[src/rtl/imm_extend_pipe.sv]
// Pipelined immediate extender (sign / zero / upper / branch) with valid-ready handshake.
// Define IMM_EXT_SKID_EN to add a skid register and a registered in_ready.
module imm_extend_pipe #(
  parameter int IN_W  = 16,
  parameter int OUT_W = 32,
  parameter int TAG_W = 5
) (
  input  logic             clk,
  input  logic             reset_n,
  input  logic             in_valid,
  output logic             in_ready,
  input  logic [IN_W-1:0]  in_imm,
  input  logic [1:0]       in_mode,
  input  logic [TAG_W-1:0] in_tag,
  output logic             out_valid,
  input  logic             out_ready,
  output logic [OUT_W-1:0] out_data,
  output logic [TAG_W-1:0] out_tag,
  output logic [1:0]       out_mode
);

  localparam int PAD_W = OUT_W - IN_W;

  logic [OUT_W-1:0] sext;
  logic [OUT_W-1:0] ext_data;
  logic             accept;
  logic             drain;

  logic             main_valid_q, main_valid_d;
  logic [OUT_W-1:0] main_data_q, main_data_d;
  logic [TAG_W-1:0] main_tag_q, main_tag_d;
  logic [1:0]       main_mode_q, main_mode_d;

  always_comb begin
    sext = {{PAD_W{in_imm[IN_W-1]}}, in_imm};
    case (in_mode)
      2'b00:   ext_data = sext;
      2'b01:   ext_data = {{PAD_W{1'b0}}, in_imm};
      2'b10:   ext_data = {in_imm, {PAD_W{1'b0}}};
      default: ext_data = {sext[OUT_W-3:0], 2'b00};
    endcase
  end

  assign accept = in_valid && in_ready;
  assign drain  = main_valid_q && out_ready;

`ifdef IMM_EXT_SKID_EN
  logic             skid_valid_q, skid_valid_d;
  logic [OUT_W-1:0] skid_data_q, skid_data_d;
  logic [TAG_W-1:0] skid_tag_q, skid_tag_d;
  logic [1:0]       skid_mode_q, skid_mode_d;

  // Skid is only ever occupied behind a full main, so "skid empty" is the ready.
  assign in_ready = !skid_valid_q;

  always_comb begin
    main_valid_d = main_valid_q;
    main_data_d  = main_data_q;
    main_tag_d   = main_tag_q;
    main_mode_d  = main_mode_q;
    skid_valid_d = skid_valid_q;
    skid_data_d  = skid_data_q;
    skid_tag_d   = skid_tag_q;
    skid_mode_d  = skid_mode_q;
    if (drain) begin
      if (skid_valid_q) begin
        main_data_d  = skid_data_q;
        main_tag_d   = skid_tag_q;
        main_mode_d  = skid_mode_q;
        skid_valid_d = 1'b0;
      end else begin
        main_valid_d = 1'b0;
      end
    end
    // Post-drain occupancy decides where the new beat lands, preserving order.
    if (accept) begin
      if (!main_valid_d) begin
        main_valid_d = 1'b1;
        main_data_d  = ext_data;
        main_tag_d   = in_tag;
        main_mode_d  = in_mode;
      end else begin
        skid_valid_d = 1'b1;
        skid_data_d  = ext_data;
        skid_tag_d   = in_tag;
        skid_mode_d  = in_mode;
      end
    end
  end

  always_ff @(posedge clk or negedge reset_n) begin
    if (!reset_n) begin
      skid_valid_q <= 1'b0;
      skid_data_q  <= '0;
      skid_tag_q   <= '0;
      skid_mode_q  <= '0;
    end else begin
      skid_valid_q <= skid_valid_d;
      skid_data_q  <= skid_data_d;
      skid_tag_q   <= skid_tag_d;
      skid_mode_q  <= skid_mode_d;
    end
  end
`else
  assign in_ready = !main_valid_q || out_ready;

  always_comb begin
    main_valid_d = main_valid_q;
    main_data_d  = main_data_q;
    main_tag_d   = main_tag_q;
    main_mode_d  = main_mode_q;
    if (drain) begin
      main_valid_d = 1'b0;
    end
    if (accept) begin
      main_valid_d = 1'b1;
      main_data_d  = ext_data;
      main_tag_d   = in_tag;
      main_mode_d  = in_mode;
    end
  end
`endif

  always_ff @(posedge clk or negedge reset_n) begin
    if (!reset_n) begin
      main_valid_q <= 1'b0;
      main_data_q  <= '0;
      main_tag_q   <= '0;
      main_mode_q  <= '0;
    end else begin
      main_valid_q <= main_valid_d;
      main_data_q  <= main_data_d;
      main_tag_q   <= main_tag_d;
      main_mode_q  <= main_mode_d;
    end
  end

  assign out_valid = main_valid_q;
  assign out_data  = main_data_q;
  assign out_tag   = main_tag_q;
  assign out_mode  = main_mode_q;

endmodule

[config.mk]
export PLATFORM = sky130hd
export DESIGN_NAME = imm_extend_pipe
export DESIGN_NICKNAME = d
export VERILOG_FILES = /design/src/rtl/imm_extend_pipe.sv
export SDC_FILE = /design/constraint.sdc
export NUM_CORES = 1
export LEC_CHECK = 0
export ABC_AREA = 1
export CORE_AREA = 2 2 68 70
export DETAILED_ROUTE_END_ITERATION = 7
export DIE_AREA = 0 0 70 72
export PLACE_DENSITY = 0.91
export RECOVER_POWER = 50
export SLEW_MARGIN = 0
export SYNTH_ARGS = -nofsm -noshare
export SYNTH_HDL_FRONTEND = slang
export SYNTH_SLANG_ARGS = --single-unit
[constraint.sdc]
create_clock -name clk -period 1.5 [get_ports clk]
set_input_delay 0.3 -clock clk [delete_from_list [all_inputs] [get_ports clk]]
set_output_delay 0.3 -clock clk [all_outputs]
set_load 0.02 [all_outputs]
# [Word-level counts from Yosys, hierarchy flattened]
# Cells that the tools add are included.
[op_classes] n_addsub=0 mul=0 n_div=0 magnitude_cmp=0 n_eq_ne=2 shift=0 muxes=3 n_bitwise=0 reduce_logical=6
[op_table] op="32-bit case mux with 3 select lines" count=1
[op_table] op="2-bit by 1-bit == test with 1-bit output (second input constant)" count=1
[op_table] op="2-bit == test (second input constant)" count=1
[op_table] op="1-bit logical AND" count=2
[op_table] op="2-bit zero test" count=1
[op_table] op="1-bit 2-to-1 mux" count=2
[op_table] op="2-bit nonzero test" count=1
[op_table] op="1-bit zero test" count=1
[op_table] op="1-bit logical OR" count=1
[totals] reg_bits=40 latch_bits=0 ramBits=0 rom_bits=0 input_bits=27 out_inout_bits=41 wordCells=15 mem_count=0

# [Logic depth before layout (Yosys ltp)]
# Gate-level depths: netlist of the first run.
[depth] depth_word=4 depth_mapped=7 ltp_nobuf=6

# [Worst setup path before layout of the first run]
# No wires, ideal clock.
[synth_path] kind="reg-to-reg" start="register main_valid_q, in the netlist out_valid" end="register main_data_q[16], in the netlist out_data[16]" setup_ns=0.065 arrival_time_ns=1.119 required_ns=1.435 slack_ns=0.316 stages_incl_launch_ff=7 path_buffers=1 period_less_slack_ns=1.184 cell_sequence="dfrtp_1 nand2_2 nand2_2 inv_2 buf_2 nand2_1 nand2_1"
[synth_via] elab_chain_len=3
[synth_rtl] item="start, declared" line_no="29" text="logic main_valid_q, main_valid_d;"
[synth_rtl] item="start signal, assigned" line_no="131" text="main_valid_q <= main_valid_d;"
[synth_rtl] item="1-bit zero test" line_no="105" text="assign in_ready = !main_valid_q || out_ready;"
[synth_rtl] item="1-bit logical OR" line_no="105"
[synth_rtl] item="net in_ready" line_no="11" text="output logic in_ready,"
[synth_rtl] item="1-bit logical AND" line_no="44" text="assign accept = in_valid && in_ready;"
[synth_rtl] item="end signal, assigned" line_no="132" text="main_data_q <= main_data_d;"
[synth_rtl] item="end, declared" line_no="30" text="logic [OUT_W-1:0] main_data_q, main_data_d;"
# The timed path passes the listed nets, and every way through them passes these cells.
# A chain may end at the register's enable or synchronous reset.

# [Worst setup path in the final report of the first run]
[layout_path] start="input port in_mode[1]" end="register main_data_q[20], in the netlist out_data[20]"
[layout_via] elab_chain_len=2 elab_cells_between_ends=4 cone_classes="eq/ne (2); mux (1); reduce/logical (1)"
[layout_rtl] item="start, declared" line_no="13" text="input logic [1:0] in_mode,"
[layout_rtl] item="2-bit == test, or another cell as far along" line_no="36" text="case (in_mode)"
[layout_rtl] item="32-bit case mux with 3 select lines (*)" line_no="36"
# Mark *: on every way between the ends. The rest lies on a longest branch, timed or not.

==> results of run 1 <==
-- final cells by class --
class,instances,area (um^2)
multi-input combinational,195,881
clock buffer,6,72.6
sequential,40,1000
clock inverter,1,5.00
timing repair buffer,76,718
tap,52,65.1
fill,363,1500
inverter,4,20.0
-- per-layer routing --
layer | part of all wire [%] | GRT usage, %
met4 | 0.82 | 4.49
met3 | 7.3 | 5.14
met5 | 0 | 0
met1 | 44 | 27.4
met2 | 48 | 32.9
-- synthesized netlist by cell type --
library cell / number / area, um^2
dfrtp_1: 40 / 1000
o21ai_0: 2 / 10.0
nand2_1: 139 / 522
nor2_1: 3 / 11.3
buf_4: 4 / 30.0
inv_1: 1 / 3.75
inv_2: 2 / 7.51
nand2_4: 1 / 11.3
nor2_4: 1 / 11.3
nand3_1: 34 / 170
buf_6: 4 / 45.0
buf_2: 9 / 45.0
inv_4: 1 / 6.26
o21ai_1: 1 / 5.00
nand2_2: 2 / 12.5
nand3_2: 12 / 120
-- where the power goes --
part	internal, mW	switching, mW	leakage (nW)
Sequential	1.23	0.0779	0.505
Combinational	0.339	0.514	1.04
Clock	0.316	0.351	0.0410
Total	1.88	0.943	1.59
-- through the flow --
| step | instances | power, mW | cell area, um^2 |
|---|---|---|---|
| 2_1_floorplan | 256 | 1.81 | 2010 |
| 3_3_place_gp | 366 | 2.27 | 2720 |
| 3_5_place_dp | 366 | 2.29 | 2720 |
| 4_1_cts | 374 | 2.85 | 2760 |
| 5_1_grt | 374 | 2.98 | 2760 |
| 6_report | 374 | 2.83 | 2760 |
-- repair_timing --
action,4_1_cts,5_1_grt
buffers inserted,0,0
hold buffers,1,0
endpoints found under the hold margin,20,0
cloned,0,0
endpoints found under the setup margin,41,36
gates resized for setup,42,4
-- cells by family (layout without fill, tap and decap cells) --
| family | count (synthesis) | in the layout | share of synthesized area (%) |
|---|---|---|---|
| DFF | 40 | 40 | 49.8 |
| and+or+nand+nor | 192 | 192 | 42.7 |
| buffers and inverters | 21 | 87 | 6.84 |
| AOI/OAI and AO/OA | 3 | 3 | 0.746 |
-- worst max-delay path, delay by kind of cell --
| family | cells | cell delay (ps) |
|---|---|---|
| simple gates | 4 | 330 |
| buf+inv | 2 | 990 |
-- worst paths after layout --
check | slack, ps | end | startpoint
setup / recovery | 110 | out_data[20]$_DFFE_PN0P_ | in_mode[1]
hold / removal | 480 | out_tag[0]$_DFFE_PN0P_ | out_tag[0]$_DFFE_PN0P_
setup reg to reg | 280 | out_data[7]$_DFFE_PN0P_ | out_valid$_DFFE_PN0P_
hold reg to reg | 480 | out_tag[0]$_DFFE_PN0P_ | out_tag[0]$_DFFE_PN0P_
max in group asynchronous | 470 | out_data[10]$_DFFE_PN0P_ | reset_n
min in group asynchronous | 530 | out_data[29]$_DFFE_PN0P_ | reset_n
-- registers in the layout, summed over array words and instances (netlist names) --
name       count
out_data      32
out_mode       2
out_tag        5
out_valid      1
==> flow_summary.ini, run 1 <==
[place]
gp_congestion = 0.845
place_ws_ps = -280
portBuffers = 67
hpwl_um = 3460

[synthesis]
ys_ff_latch = 40
yosys_warnings = 0
synth_nets = 283
synth.distinct_cells = 16
yosysSeqAreaShare_pct = 49.8
synthCells = 256
synth_area_mm2 = 0.00201
avgSynthCellArea_um2 = 7.86

[timing]
clock_skew_ps = 8.95
hold_viol = 0
finalSetupViolations = 0
hold_slack_ps = 475
period_minus_slack_ps = 1390
setup_slack_ps = 110
maxSlewViolCount = 0
rsz0062_at_grt = no
fmax_mhz = 719
tightest_slew_ps = 553
fin_crit_sh_pct = 92.7
worst_slew_margin_rel_pct = 63.1
setup_tns_ps = 0

[critical_path]
reg2reg_depth = 7
slowest_stage = clkdlybuf4s50_1
crit_path_start_kind = input pin
crit_path_frequent_cell = nand2_1
end_kind = flip-flop
worstPathRequired_ps = 1740
critPathArrivalTime_ps = 1630
crit_chain = clkdlybuf4s50_1, buf_4, nand3_1, nand3_2, nand2_1, nand2_1
crit_path_max_fanout = 17
critical_path_class = input pin to flip-flop
cp_slowest_stage_delay_ps = 700

[clocking]
clk_latency_ps = 290
root_buffer = clkbuf_8
cts_inserted_buffers = 5
cts.path.max_buffers = 2
cts.clk_slew.worst_paths_ps = 80
cts_tree = yes
cts_sinks = 40
htreeDepth = 2

[route]
via_count = 1869
drc = 0
firstDrtPassIters = 4
routed_via_density = 5.00
wl_per_cell_um = 13.1
finalWirelength_um = 4890
drtIter0Drc = 133
ant_nets = 0

[finish]
final_core_util_pct = 64.8
drive_gt1_share_pct = 10.9
final_common_cell = nand2_1
layout.nets = 349
mostFrequentLayoutCells = nand2_1, dfrtp_1, dlygate4sd2_1
area_delta_synth_final_pct = 37.3
antenna_cells = 0

[die]
die_h_um = 72
core_mm2 = 0.00426
ios = 68
initial_core_util_pct = 47.2
rows = 24
die_w_um = 70
fp.dieArea_mm2 = 0.00504

[grt]
grt_pass1_wl_um = 8180
grt_max_degree = 36
track_usage_pct = 20.1
grt_overflow = 0
first_global_vias = 1724
antenna_found_initial = 0

[power_and_ir_drop]
ir_drop_mv = 0.672
p_leak_nw = 1.59
p_per_area_mw_per_mm2 = 1020

[worst_hold_path]
hold_class = flip-flop to flip-flop
min_delay_path_depth = 2

[job]
cap_violations = 0

[outcome]
status = finished, final reports clean
No activity file was read; power rests on OpenSTA's default activity.
==> inputs of run 2 (changes only) <==
--- a/config.mk
+++ b/config.mk
@@ -6,9 +6,9 @@
 export NUM_CORES = 1
 export LEC_CHECK = 0
 export ABC_AREA = 1
-export CORE_AREA = 2 2 68 70
+export CORE_AREA = 4 4 70 72
 export DETAILED_ROUTE_END_ITERATION = 7
-export DIE_AREA = 0 0 70 72
+export DIE_AREA = 0 0 74 76
 export PLACE_DENSITY = 0.91
 export RECOVER_POWER = 50
 export SLEW_MARGIN = 0
==> flow_summary.ini, run 2 (synthesis gave the netlist of run 1 again) <==
[timing]
rsz0062_at_grt = no
period_minus_slack_ps = 1450
clock_skew_ps = 8.46
maxSlewViolCount = 0
worst_slew_margin_rel_pct = 36.7
setup_tns_ps = 0
fin_crit_sh_pct = 96.5
fmax_mhz = 691
finalSetupViolations = 0
tightest_slew_ps = 949
hold_viol = 0
hold_slack_ps = 230

[grt]
grt_pass1_wl_um = 8630
track_usage_pct = 19.5
use_met3_pct = 4.22
busiest_layer = met2
grt_overflow = 0
grt_max_degree = 41
met1_usage_pct = 26.2
use_met2_pct = 30.5
antenna_found_initial = 0
first_global_vias = 1788

[die]
fp.dieArea_mm2 = 0.00562
die_h_um = 76
ios = 68
initial_core_util_pct = 46.9
rows = 24
core_mm2 = 0.00429
die_w_um = 74

[finish]
n_fill_cell = 345
area_delta_synth_final_pct = 38.7
antenna_cells = 0
final_common_cell = nand2_1
largest_reg_flops = 32
mostFrequentLayoutCells = nand2_1, dfrtp_1, dlygate4sd2_1
layout.nets = 355
multiInputGateArea_um2 = 873
drive_gt1_share_pct = 12.8
regArea_mm2 = 0.00100

[clocking]
cts_sinks = 40
cts_inserted_buffers = 5
cts.clk_slew.worst_paths_ps = 70
clk_latency_ps = 290
holdBufCountCts = 0
cts.repair.resized = 41
root_buffer = clkbuf_8
cts.path.max_buffers = 2
htreeDepth = 2
cts_setup_buffers = 0
cts_tree = yes

[worst_hold_path]
hold_class = input pin to asynchronous set/reset pin

[critical_path]
crit_path_start_kind = input pin
critPathArrivalTime_ps = 1150
reg2reg_depth = 7
worstPathRequired_ps = 1200
r2r_start = out_valid$_DFFE_PN0P_
rrSetupSlack_ps = 230
critical_path_class = input pin to output port
cp-startpoint = out_ready
crit_path_max_fanout = 2
r2r-end = out_data[0]$_DFFE_PN0P_
end_kind = output port

[route]
routed_via_density = 4.90
via_count = 1862
ant_nets = 0
finalWirelength_um = 5140
drtIter0Drc = 87
wl_per_cell_um = 13.5
drc = 0
firstDrtPassIters = 4

[power_and_ir_drop]
p_leak_nw = 1.62
ir_drop_mv = 0.483
p_per_area_mw_per_mm2 = 1040

[outcome]
status = finished, final reports clean

[place]
gp_congestion = 0.817
portBuffers = 67
hpwl_um = 3630

[job]
cap_violations = 0
## run 2: cell count changes in the layout (fill, tap and decap cells not counted)
cell / before / now
clkinv_2: 1 / 0
nand3_2: 11 / 12
buf_12: 3 / 1
buf_4: 5 / 12
nand3_4: 1 / 0
clkbuf_8: 5 / 7
buf_2: 0 / 1
clkdlybuf4s15_1: 0 / 1
dlygate4sd3_1: 1 / 0
clkbuf_1: 1 / 0
## run 2: through the flow
| step | util, % | worst slack, ps | std cells | cell area [um^2] | power [mW] |
|---|---|---|---|---|---|
| floorplan | - | 316 | 256 | 2010 | 1.81 |
| global placement | 64.0 | -239 | 373 | 2750 | 2.27 |
| detailed placement | 64.0 | -247 | 373 | 2750 | 2.29 |
| CTS | 65.0 | 13.1 | 380 | 2790 | 2.95 |
| global route | 65.0 | 22.9 | 380 | 2790 | 3.09 |
| finish | 65.0 | 51.8 | 380 | 2790 | 2.91 |
## run 2: area by class of cell
class / count / share of cell area, %
well taps: 52 / 2.33
flip-flops and latches: 40 / 35.9
multi-input cells: 195 / 31.3
inverters: 4 / 0.717
clock buffers: 7 / 3.45
repair buffers: 82 / 26.4
## run 2: worst max-delay path by stage
stage	endpoint	slack [ps]	depth (start not counted)
5_1_grt	in_ready	20	4
2_1_floorplan	out_data[16]$_DFFE_PN0P_	320	6
3_3_place_gp	in_ready	-240	4
6_report	in_ready	50	4
4_1_cts	in_ready	10	4
3_5_place_dp	in_ready	-250	4
## run 2: worst max-delay path, stage by stage
cell and delay (ps):
clkdlybuf4s50_1 450, inv_1 40, nand2_2 50, clkdlybuf4s15_1 300
## run 2: routing by layer
| layer | share of wire, % | up-vias | wire (um) |
|---|---|---|---|
| met4 | 2.3 | 0 | 119 |
| met5 | 0 | - | 0 |
| met2 | 48 | 65 | 2480 |
| met3 | 6.1 | 11 | 311 |
| li1 | - | 945 | - |
| met1 | 43 | 841 | 2220 |
## run 2: where the power goes
part           leakage, nW  internal [mW]  switching, mW
combinational         1.06          0.338          0.517
sequential           0.505           1.23         0.0778
clock               0.0503          0.409          0.341
total                 1.62           1.97          0.936
